`src/rtl/byte_logic_accumulator_if.sv`:
```
// Command/result bundle for the byte logic accumulator.
// The master drives commands; the slave returns the accumulator and its status flags.
interface byte_logic_accumulator_if #(
    parameter int SHAMT_W = 3
);
    logic               in_valid;
    logic               in_ready;
    logic [2:0]         op;
    logic [7:0]         operand;
    logic [SHAMT_W-1:0] shamt;
    logic [7:0]         acc;
    logic               zero;
    logic               carry;
    logic               busy;
    logic               done;

    modport master (
        output in_valid, op, operand, shamt,
        input  in_ready, acc, zero, carry, busy, done
    );

    modport slave (
        input  in_valid, op, operand, shamt,
        output in_ready, acc, zero, carry, busy, done
    );
endinterface

```
`src/rtl/byte_logic_accumulator.sv`:
```
// Byte-wide accumulator with bitwise ops and a multi-cycle logical left shift.
//
// state | meaning
// ------+------------------------------------------------------------
// IDLE  | ready for a command; single-cycle ops complete here
// SHIFT | shifting acc left one bit per cycle until cnt reaches 1
module byte_logic_accumulator #(
    parameter logic [7:0] RESET_VALUE = 8'h00,
    parameter int         SHAMT_W     = 3
) (
    input  logic                      clk,
    input  logic                      rst_n,
    byte_logic_accumulator_if.slave   bus
);

    localparam logic [2:0] OP_LOAD = 3'd0;
    localparam logic [2:0] OP_AND  = 3'd1;
    localparam logic [2:0] OP_OR   = 3'd2;
    localparam logic [2:0] OP_XOR  = 3'd3;
    localparam logic [2:0] OP_NOT  = 3'd4;
    localparam logic [2:0] OP_SHL  = 3'd5;
    localparam logic [2:0] OP_CLR  = 3'd6;
    localparam logic [2:0] OP_NOP  = 3'd7;

    typedef enum logic {
        IDLE  = 1'b0,
        SHIFT = 1'b1
    } state_t;

    state_t             state, state_next;
    logic [SHAMT_W-1:0] cnt, cnt_next;
    logic [7:0]         acc_q, acc_next;
    logic               carry_q, carry_next;
    logic               done_q, done_next;
    logic               accept;

    assign accept = bus.in_valid && (state == IDLE);

    // State and datapath registers; reset abandons any shift without a done pulse.
    always_ff @(posedge clk or negedge rst_n) begin
        if (!rst_n) begin
            state   <= IDLE;
            cnt     <= '0;
            acc_q   <= RESET_VALUE;
            carry_q <= 1'b0;
            done_q  <= 1'b0;
        end else begin
            state   <= state_next;
            cnt     <= cnt_next;
            acc_q   <= acc_next;
            carry_q <= carry_next;
            done_q  <= done_next;
        end
    end

    // Next-state and datapath decode; everything holds unless a command or shift step applies.
    always_comb begin
        state_next = state;
        cnt_next   = cnt;
        acc_next   = acc_q;
        carry_next = carry_q;
        done_next  = 1'b0;

        case (state)
            IDLE: begin
                if (accept) begin
                    carry_next = 1'b0;
                    done_next  = 1'b1;
                    case (bus.op)
                        OP_LOAD: acc_next = bus.operand;
                        OP_AND:  acc_next = acc_q & bus.operand;
                        OP_OR:   acc_next = acc_q | bus.operand;
                        OP_XOR:  acc_next = acc_q ^ bus.operand;
                        OP_NOT:  acc_next = ~acc_q;
                        OP_CLR:  acc_next = 8'h00;
                        OP_SHL: begin
                            // A zero-length shift completes like any single-cycle op.
                            if (bus.shamt != '0) begin
                                cnt_next   = bus.shamt;
                                state_next = SHIFT;
                                done_next  = 1'b0;
                            end
                        end
                        OP_NOP:  acc_next = acc_q;
                        default: acc_next = acc_q;
                    endcase
                end
            end
            SHIFT: begin
                acc_next   = {acc_q[6:0], 1'b0};
                carry_next = carry_q | acc_q[7];
                cnt_next   = cnt - SHAMT_W'(1);
                if (cnt == SHAMT_W'(1)) begin
                    state_next = IDLE;
                    done_next  = 1'b1;
                end
            end
            default: state_next = IDLE;
        endcase
    end

    assign bus.in_ready = (state == IDLE);
    assign bus.busy     = (state == SHIFT);
    assign bus.acc      = acc_q;
    assign bus.zero     = (acc_q == 8'h00);
    assign bus.carry    = carry_q;
    assign bus.done     = done_q;

endmodule

```
`src/flat_wrapper.sv`:
```
// flat-port wrapper written by rule: the top's interface ports become plain ports
module byte_logic_accumulator_flat 
#(
    parameter logic [7:0] RESET_VALUE = 8'h00,
    parameter int         SHAMT_W     = 3
)
  (clk, rst_n, bus_in_valid, bus_op, bus_operand, bus_shamt, bus_in_ready, bus_acc, bus_zero, bus_carry, bus_busy, bus_done);
  byte_logic_accumulator_if #(.SHAMT_W(SHAMT_W)) bus_i ();
  input  logic clk;
  input  logic rst_n;
  input wire logic [$bits(bus_i.in_valid)-1:0] bus_in_valid;
  input wire logic [$bits(bus_i.op)-1:0] bus_op;
  input wire logic [$bits(bus_i.operand)-1:0] bus_operand;
  input wire logic [$bits(bus_i.shamt)-1:0] bus_shamt;
  output wire logic [$bits(bus_i.in_ready)-1:0] bus_in_ready;
  output wire logic [$bits(bus_i.acc)-1:0] bus_acc;
  output wire logic [$bits(bus_i.zero)-1:0] bus_zero;
  output wire logic [$bits(bus_i.carry)-1:0] bus_carry;
  output wire logic [$bits(bus_i.busy)-1:0] bus_busy;
  output wire logic [$bits(bus_i.done)-1:0] bus_done;
  assign bus_i.in_valid = bus_in_valid;
  assign bus_i.op = bus_op;
  assign bus_i.operand = bus_operand;
  assign bus_i.shamt = bus_shamt;
  assign bus_in_ready = bus_i.in_ready;
  assign bus_acc = bus_i.acc;
  assign bus_zero = bus_i.zero;
  assign bus_carry = bus_i.carry;
  assign bus_busy = bus_i.busy;
  assign bus_done = bus_i.done;
  byte_logic_accumulator #(.RESET_VALUE(RESET_VALUE), .SHAMT_W(SHAMT_W)) u_core (.clk(clk), .rst_n(rst_n), .bus(bus_i));
endmodule
```
`config.mk`:
```
export PLATFORM = sky130hd
export DESIGN_NAME = byte_logic_accumulator_flat
export DESIGN_NICKNAME = d
export VERILOG_FILES = /design/src/rtl/byte_logic_accumulator_if.sv /design/src/rtl/byte_logic_accumulator.sv /design/src/flat_wrapper.sv
export SDC_FILE = /design/constraint.sdc
export NUM_CORES = 1
export LEC_CHECK = 0
export ABC_CLOCK_PERIOD_IN_PS = 2200
export CAP_MARGIN = 20
export CORE_MARGIN = 3
export CORE_UTILIZATION = 30
export DETAILED_ROUTE_END_ITERATION = 7
export PLACE_DENSITY = 0.57
export SYNTH_ARGS = -nofsm -noshare
export SYNTH_HDL_FRONTEND = slang
export SYNTH_SLANG_ARGS = --single-unit
```
`constraint.sdc`:
```
create_clock -name clk -period 2.2 [get_ports clk]
set_input_delay 0.44 -clock clk [delete_from_list [all_inputs] [get_ports clk]]
set_output_delay 0.44 -clock clk [all_outputs]
set_load 0.01 [all_outputs]
```
==> reports/results.ini <==
[pwr]
leakage_nw=0.8441
power_frac_seq_pct=29.8
peakVddDrop_v=0.0003210
p_sw_w=0.0007526
combPwrFrac_pct=55.9
internal_power_w=0.001040
clkPwrFrac_pct=14.3
p_per_area_nw_per_um2=964.4
swShare_pct=41.97

[setup_path]
ff2ff_setup_slack_ps=610
path_class=reg -> out
rr_worst_depth=6
startpoint_type=flip-flop
crit_required_ps=1760
r2r_end=u_core.bus.acc[5]
crit_fanout=5
endpoint_kind=primary output
worstPathArrival_ps=1670
worstReg2RegStart=u_core.bus.acc[5]

[yosys]
synth_top_family_by_area=compound AO/OA/AOI/OAI gates
synth_compound_area_share_pct=30.39
synth_edf_count=0
yosys_warnings=0
ys_ff_latch=14
ys_seq_area_share_pct=24.96
avgSynthCellArea_sq_um=8.115
synth_fa_ha_area_share_pct=16.04
ys_async_sr_fraction_pct=100.0
synth_xor_area_share_pct=0.6239
syn_area_sq_um=1404
synthSimpleGateAreaFrac_pct=16.22
yosys-mux-area-fraction_pct=0.7130
syn-num-nets=208
syn_inst=173
ys.flop_type=dfrtp_1
ys_types=46

[global_routing]
grt.overflow.total=0
grt_pass1_wl_mm=6.182
grtUsageTotal_pct=14.37
antenna_found_initial=0
grt_max_degree=26
grt_pass1_vias=1358

[cells_and_area]
n_antenna_cell=0
finalNetCount=245
fin_util_pct=41.84
drive_above_1_share_pct=12.44
area_growth_pct=32.44

[floorplan]
row_count=24
initial_core_util_pct=31.59
die_h_microns=74.41
io-pin-count=30
dieArea_sq_um=5536
dieWidth_microns=74.41
coreArea_sq_um=4444

[clocking]
ctsResizeCount=0
postCtsSetupBuffers=0
cts_buffers=3
cts_tree=yes
cts_max_path_buffers=2
cts_hold_buffers=0
root_buffer=clkbuf_8
clock-sinks=14
h-tree-depth=1
clock_latency_ps=250
path_clk_slew_ps=60

[worst_hold_path]
hp-class=in -> async

[timing]
hold_violations=0
setup_viol_count_final=0
post-route-min-period_ps=2111
worstMarginPinSlew_ps=372.7
relSlewSlack_pct=75.08
fin_skew_ps=5.454
fin_crit_sh_pct=95.95
max_freq_mhz=473.7
drv_slew=0
grt_setup_unrepaired=false
final.setup.tns_ps=0

[route]
drt_iter0_drc=50
via_per_inst=5.199
drt-pass1-iter-count=4
wl_mm=3.730
ant_nets=0
vias=1357
wl_per_cell_microns=14.29
drc=0

[outcome]
status=complete, no violations

[placed_design]
dp_hpwl_mm=2.771
port_buffers=29
gp_congestion=0.8360

[run]
maxCapViolations=0

[metal layers]
metal / GRT usage [%] / vias up / share of wire [%] / routed length [microns]
met5: 0 / - / 0 / 0
met4: 6.324 / 0 / 0.48 / 18
met3: 1.757 / 2 / 3.9 / 147
met2: 22.73 / 32 / 49 / 1818
met1: 19.61 / 635 / 47 / 1745
li1: - / 688 / - / -
[cells by family (layout without fill, tap and decap cells)]
logic type / after synthesis / in the layout
flops: 14 / 14
xor+xnor: 1 / 1
buf+inv: 34 / 70
simple gates: 40 / 40
mux: 1 / 1
compound gates: 65 / 65
fa+ha+maj: 18 / 18
[cells in the mapped netlist, types with 2 or more instances]
master | instances | area, sq um
inv_1 | 22 | 82.58
ha_1 | 18 | 225.2
a21oi_1 | 15 | 75.07
o21ai_0 | 15 | 75.07
dfrtp_1 | 14 | 350.3
nor2_1 | 11 | 41.29
nand2_1 | 9 | 33.78
o21ai_1 | 8 | 40.04
buf_2 | 7 | 35.03
nand2b_1 | 4 | 25.02
a211oi_1 | 3 | 22.52
a21o_1 | 3 | 22.52
a221oi_1 | 2 | 17.52
a31oi_1 | 2 | 12.51
buf_6 | 2 | 22.52
nand3_1 | 2 | 10.01
nand3b_1 | 2 | 15.01
nand4_1 | 2 | 12.51
nor3_1 | 2 | 10.01
o22a_1 | 2 | 17.52
o31ai_1 | 2 | 15.01
or4b_1 | 2 | 20.02
[through the flow]
stage               cells  area [sq um]  hold slack (ps)  power [W]  worst slack [ps]
finish                261          1859            500.1   0.001793             89.05
global route          261          1859            528.0   0.001973             1.035
CTS                   261          1859            501.6   0.001815             62.57
detailed placement    257          1804            510.5   0.001546             99.12
global placement      257          1804            509.4   0.001543             127.0
floorplan             173          1404            144.4   0.001102             710.5
[cells in the final DEF, fill, tap and decap left out, types with 3 or more instances in the layout]
master and n:
a211oi_1 3, a21o_1 3, a21oi_1 15, buf_4 12
clkbuf_8 4, clkdlybuf4s50_1 29, dfrtp_1 14, ha_1 18
inv_1 22, nand2_1 9, nand2b_1 4, nor2_1 11
o21ai_0 15, o21ai_1 8
[power groups by stage]
stage	registers [W]	logic, W	clock network, W
after floorplan	0.000557	0.000545	0
after global placement	0.000541	0.00100	0
after detailed placement	0.000538	0.00101	0
after CTS	0.000536	0.00101	0.000266
after global routing	0.000560	0.00114	0.000276
final	0.000534	0.00100	0.000256
[area by class of cell]
cell class                 instances  area [sq um]
inverter                          24         90.09
multi-input combinational        125         898.4
sequential                        14         350.3
fill                             455          2585
clock buffer                       4         55.05
timing repair buffer              42         400.4
tap                               52         65.06
[registers in the layout, indices dropped and copies added, names as in the netlist]
signal,count
u_core.bus.acc,8
u_core.bus.busy,1
u_core.bus.done,1
u_core.bus.carry,1
u_core.cnt,3
[worst max-delay path, stage by stage (launching register included)]
cell	delay, ps
dfrtp_1	460
inv_1	130
nand4_1	150
nor2_1	140
clkdlybuf4s50_1	540
[worst max-delay path by stage]
stage,start,to,slack [ps],cells past startpoint
detailed placement,bus_op[0],u_core.cnt[0],100,6
global placement,bus_operand[5],u_core.bus.acc[5],130,7
global route,u_core.bus.acc[1],bus_zero,1,4
finish,u_core.bus.acc[1],bus_zero,90,4
floorplan,u_core.bus.acc[3],u_core.bus.acc[3],710,6
CTS,u_core.bus.acc[1],bus_zero,60,4
No activity file was read; power rests on OpenSTA's default activity.
